### src/rtl/hssi_tc_mailbox_bridge.sv
// Host mailbox (CMD/ADDRESS/RDDATA/WRDATA) that runs one Avalon-MM style read or write
// on the traffic-controller CSR bus and posts data/status back into the mailbox.
module hssi_tc_mailbox_bridge #(
  parameter int TC_ADDR_W      = 16,
  parameter int DATA_W         = 32,
  parameter int TIMEOUT_CYCLES = 1024
) (
  input  logic                 clk,
  input  logic                 rst,
  input  logic                 host_wr,
  input  logic                 host_rd,
  input  logic [3:0]           host_addr,
  input  logic [DATA_W-1:0]    host_wrdata,
  output logic [DATA_W-1:0]    host_rddata,
  output logic                 host_rdvalid,
  output logic [TC_ADDR_W-1:0] tc_address,
  output logic                 tc_read,
  output logic                 tc_write,
  output logic [DATA_W-1:0]    tc_writedata,
  input  logic [DATA_W-1:0]    tc_readdata,
  input  logic                 tc_readdatavalid,
  input  logic                 tc_waitrequest,
  output logic                 busy
);

  localparam int CNT_W = $clog2(TIMEOUT_CYCLES + 1);
  localparam logic [CNT_W-1:0] LAST = CNT_W'(TIMEOUT_CYCLES - 1);

  localparam logic [1:0] CMD_NOOP = 2'd0;
  localparam logic [1:0] CMD_RD   = 2'd1;
  localparam logic [1:0] CMD_WR   = 2'd2;
  localparam logic [1:0] CMD_BAD  = 2'd3;

  typedef enum logic [1:0] {IDLE, ISSUE, WAIT_RD} state_t;
  state_t state, state_nxt;

  logic [1:0]        cmd_q;
  logic              ack, tmo, cmd_err;
  logic [DATA_W-1:0] addr_q, wrdata_q, rddata_q;
  logic [CNT_W-1:0]  tmo_cnt;

  logic [1:0]        new_cmd;
  logic              cmd_wr, start, accept, rd_done, wr_done, done, expire;
  logic [DATA_W-1:0] rd_mux;

  assign new_cmd = host_wrdata[1:0];
  assign cmd_wr  = host_wr && (host_addr == 4'h0);
  assign start   = cmd_wr && (state == IDLE) && ((new_cmd == CMD_RD) || (new_cmd == CMD_WR));
  assign accept  = (state == ISSUE) && (tc_read || tc_write) && !tc_waitrequest;
  // A read whose data arrives in its own accept cycle completes without visiting WAIT_RD.
  assign rd_done = (accept && tc_read && tc_readdatavalid) ||
                   ((state == WAIT_RD) && tc_readdatavalid);
  assign wr_done = accept && tc_write;
  assign done    = rd_done || wr_done;
  assign expire  = (state != IDLE) && (tmo_cnt == LAST) && !done;

  always_ff @(posedge clk) begin
    if (rst) state <= IDLE;
    else     state <= state_nxt;
  end

  always_comb begin
    state_nxt = state;
    case (state)
      IDLE:    if (start) state_nxt = ISSUE;
      ISSUE: begin
        if (done || expire) state_nxt = IDLE;
        else if (accept)    state_nxt = WAIT_RD;
      end
      WAIT_RD: if (done || expire) state_nxt = IDLE;
      default: state_nxt = IDLE;
    endcase
  end

  always_comb begin
    rd_mux = '0;
    case (host_addr)
      4'h0:    rd_mux = DATA_W'({cmd_err, busy, tmo, ack, cmd_q});
      4'h4:    rd_mux = addr_q;
      4'h8:    rd_mux = rddata_q;
      4'hC:    rd_mux = wrdata_q;
      default: rd_mux = '0;
    endcase
  end

  always_ff @(posedge clk) begin
    if (rst) begin
      cmd_q        <= '0;
      ack          <= 1'b0;
      tmo          <= 1'b0;
      cmd_err      <= 1'b0;
      addr_q       <= '0;
      wrdata_q     <= '0;
      rddata_q     <= '0;
      tmo_cnt      <= '0;
      host_rddata  <= '0;
      host_rdvalid <= 1'b0;
      tc_address   <= '0;
      tc_read      <= 1'b0;
      tc_write     <= 1'b0;
      tc_writedata <= '0;
      busy         <= 1'b0;
    end else begin
      host_rdvalid <= host_rd;
      if (host_rd) host_rddata <= rd_mux;

      if (host_wr && (state == IDLE)) begin
        if (host_addr == 4'h4) addr_q   <= host_wrdata;
        if (host_addr == 4'hC) wrdata_q <= host_wrdata;
      end

      if (cmd_wr) begin
        if (state != IDLE) cmd_err <= 1'b1;
        else begin
          cmd_q <= new_cmd;
          case (new_cmd)
            CMD_NOOP: begin ack <= 1'b0; tmo <= 1'b0; cmd_err <= 1'b0; end
            CMD_BAD:  cmd_err <= 1'b1;
            default:  begin ack <= 1'b0; tmo <= 1'b0; end
          endcase
        end
      end

      if (start) begin
        tc_read      <= (new_cmd == CMD_RD);
        tc_write     <= (new_cmd == CMD_WR);
        tc_address   <= TC_ADDR_W'(addr_q);
        tc_writedata <= wrdata_q;
        tmo_cnt      <= '0;
      end else if (state != IDLE) begin
        tmo_cnt <= tmo_cnt + 1'b1;
      end

      if (accept) begin
        tc_read  <= 1'b0;
        tc_write <= 1'b0;
      end
      if (done)    ack      <= 1'b1;
      if (rd_done) rddata_q <= tc_readdata;

      if (expire) begin
        tc_read  <= 1'b0;
        tc_write <= 1'b0;
        ack      <= 1'b1;
        tmo      <= 1'b1;
        if (cmd_q == CMD_RD) rddata_q <= '1;
      end

      busy <= (state_nxt != IDLE);
    end
  end

endmodule

### config.mk
export PLATFORM = sky130hd
export DESIGN_NAME = hssi_tc_mailbox_bridge
export DESIGN_NICKNAME = d
export VERILOG_FILES = /design/src/rtl/hssi_tc_mailbox_bridge.sv
export SDC_FILE = /design/constraint.sdc
export NUM_CORES = 1
export LEC_CHECK = 0
export CORE_ASPECT_RATIO = 1.4
export CORE_MARGIN = 2
export CORE_UTILIZATION = 40
export CTS_CLUSTER_DIAMETER = 40
export CTS_CLUSTER_SIZE = 20
export DETAILED_ROUTE_END_ITERATION = 10
export PLACE_DENSITY = 0.68
export REMOVE_ABC_BUFFERS = 1
export SETUP_SLACK_MARGIN = 0.05
export SYNTH_ARGS = -nofsm -noshare
export SYNTH_HDL_FRONTEND = slang
export SYNTH_SLANG_ARGS = --single-unit
### constraint.sdc
create_clock -name clk -period 1.8 [get_ports clk]
set_clock_uncertainty 0.15 [all_clocks]
set_input_delay 0.27 -clock clk [delete_from_list [all_inputs] [get_ports clk]]
set_output_delay 0.27 -clock clk [all_outputs]
set_load 0.005 [all_outputs]
==> metrics.md <==
| Metric | Value |
|---|---|
| Status | `finished, final reports clean` |
| Post-route minimum period | `~1800 ps` |
| Final hold vios | `0` |
| Design area | `0.0105 mm2` |
| Initial Utilization | `0.405` |
| WP data required | `about 1900 ps` |
| Core ar. | `approximately 0.018 mm2` |
| Post-synth top area cell | `dfxtp_1` |
| Die area | `between 0.015 and 0.02 mm2` |
| Async S/R FF share, synth | `0` |
| NumNets Final | `1,128` |
| Num rows | `59` |
| Max_cap viols | `0` |
| Tot GR Track Use | `0.220` |
| Period Utilization, post-route | `0.979` |
| DP Area | `roughly 0.01 mm2` |
| Yosys warns | `0` |
| Die Span Y | `around 170 um` |
| HP Class | `in -> reg` |
| EDFF count, synth | `0` |
| Pleak | `around 0.0038 uW` |
| Clock Latency Late Sink | `430 ps` |
| Fill count | `around 1,700` |
| Worst Path Class, Setup | `reg -> reg` |
| Clock Sinks | `between 150 and 200` |
| Final setup vio count | `0` |
| Reg2reg start | `state[0]$_SDFF_PP0_` |
| Yosys cell types | `47` |
| Largest net degree at the start of global routing | `65` |
| Clock slew seen by the registers of the worst setup and hold paths | `70 ps` |
| Top cells by area, synth | `dfxtp_1, nand2_1, a21oi_1` |
| Layout cells sized above 1 | `0.151` |
| Worst-margin pin slew | `629 ps` |
| Via count | `6,853` |
| Final Max Slew Viols | `0` |
| FMAX | `567 MHz` |
| Cell count of the worst hold path | `2` |
| H-Tree Level Count | `4` |
| Yosys reg bits | `198` |
| Worst Setup Start Kind | `flop` |
| 1st-iter DRT viols | `just under 600` |
| Multi-input logic area | `0.00338 mm2` |
| DRT Pass-1 Iters | `6` |
| Sequential share of the synthesized area | `0.530` |
| Min-Delay Startpoint | `rst` |
| Ports | `158` |
| PortBufs | `157` |
| CP Capture Type | `flop` |
| Inserted Clock Buffers | `17` |
| Final wirelength | `between 20 and 25 mm` |
| Max Buffers Root-to-Sink | `2` |
| Crit Reg-Reg Endpoint | `rddata_q[3]$_SDFF_PP0_` |
| Die Wd | `120 um` |
| Fin util | `0.571` |
| Vias in the first global route | `6,488` |
| Post-synthesis cell count | `roughly 870` |
| CP arrival | `1900 ps` |
| Vias per cell | `5.25` |
| Most used DFF post-synth | `dfxtp_1` |
| Initial antenna violation count | `1` |
| R2r worst-path depth | `6` |
| Power per cell area | `786 mW/mm2` |
| Most frequent cells in the layout | `nand2_1, dfxtp_1, clkdlybuf4s50_1` |
| FF+latch area | `0.00400 mm2` |
| FF-to-FF setup slack | `40 ps` |
| Mapped Area | `0.00748 mm2` |
| Grt total ovfl | `0` |
| CTS tree | `built` |
| Final ANT Viol Nets | `0` |
| Worst-case hold path end point | `tc_writedata[19]$_SDFFE_PP0P_` |
| Layout area overhead | `40.9%` |
| Headroom to the max-slew limit | `0.580` |
| VDD IR max | `0.484 mV` |
| DRC | `0` |
| Wirelength per Cell | `17.1 um` |
| Area fraction of the dominant cell type after synthesis | `0.530` |
| Mean Syn Cell Area | `8.59 um2` |
| First-pass GRT wire length | `about 34 mm` |
| Clock Root Buffer | `clkbuf_16` |
| Commonest non-fill, non-tap cell in the layout | `nand2_1` |
| RSZ-0062 raised after global routing | `yes` |
| CP Max Fanout | `20` |
| Hold-fix buffers, CTS | `0` |
| Dpl hpwl | `15.2 mm` |
| Routability cong. | `0.830` |
worst max-delay path, stage by stage (launching register included):
cell	delay (ps)
dfxtp_2	360
buf_4	160
nor4bb_4	150
o21ai_4	220
buf_12	240
mux2i_1	260
a21oi_2	70
area by class of cell:
| type | count | area share |
|---|---|---|
| Timing Repair Buffer | 228 | 0.221 |
| Inverter | 3 | 0.00107 |
| Clock inverter | 8 | 0.00510 |
| Tap cell | 244 | 0.0290 |
| Antenna cell | 1 | 0.000237 |
| Clock buffer | 22 | 0.0440 |
| Multi-Input combinational cell | 601 | 0.321 |
| Sequential cell | 198 | 0.379 |
cells in the mapped netlist, drive strengths merged (2+ instances only):
master	n
a21oi	151
a221oi	6
a222oi	26
a22o	6
a31oi	2
and3	2
buf	27
clkbuf	42
dfxtp	198
ha	5
inv	3
mux2i	34
nand2	272
nand3	4
nand4	5
nor2	17
nor2b	2
nor3	3
nor4	3
nor4b	2
o21ai	35
xnor2	6
xor2	3
cells by family after synthesis:
kind of cell,share of synthesized area
mux,0.0455
flops,0.530
simple gates,0.177
fa+ha+maj,0.00836
compound gates,0.186
xor+xnor,0.0105
buf+inv,0.0433
state kept, by name, indices dropped and copies added (netlist names):
name	flops
tmo_cnt	11
addr_q	32
rddata_q	32
wrdata_q	32
ack	1
tmo	1
tc_address	16
host_rdvalid	1
cmd_q	2
tc_write	1
cmd_err	1
busy	1
tc_read	1
host_rddata	32
tc_writedata	32
state	2
timing repair:
action | CTS | global route
pin swaps | 3 | 7
endpoints found under the setup margin | 146 | 171
gates resized for setup | 23 | 63
buffers inserted | 4 | 3
cloned | 1 | 0
power by group:
part	internal [uW]	leakage [uW]	switching (uW)
Sequential	4400	0.00161	15.6
Combinational	237	0.00199	242
Clock	1820	0.000244	1580
routing by layer:
layer	vias up	GRT usage	wire length, um
met4	0	0.0844	617
met5	-	0	0
met2	213	0.391	11600
met3	40	0.0367	1010
li1	3362	-	-
met1	3238	0.264	9030
metrics by stage:
| step | setup TNS (ps) | instances | hold slack [ps] | total power, uW | setup WS (ps) |
|---|---|---|---|---|---|
| after floorplan | -123820 | 802 | 189 | 4600 | -1120 |
| after global placement | -55130 | 1267 | 285 | 4980 | -372 |
| after detailed placement | -61760 | 1267 | 292 | 4980 | -443 |
| after CTS | 0 | 1302 | 19.7 | 8340 | 19.9 |
| after global routing | -33.7 | 1305 | 40.7 | 8550 | -13.9 |
| final | 0 | 1305 | 26.5 | 8290 | 37.0 |
how the worst max path moves through the flow:
stage                                  from                            to
global route            state[0]$_SDFF_PP0_        rddata_q[3]$_SDFF_PP0_
finish                  state[0]$_SDFF_PP0_        rddata_q[3]$_SDFF_PP0_
global placement               host_addr[0]  host_rddata[19]$_SDFFE_PP0P_
detailed placement             host_addr[3]   tc_address[10]$_SDFFE_PP0P_
floorplan                      host_addr[3]       tmo_cnt[0]$_SDFFE_PP0N_
CTS                 tmo_cnt[1]$_SDFFE_PP0N_       rddata_q[29]$_SDFF_PP0_
Note: power is estimated with default switching activity, not from simulation.
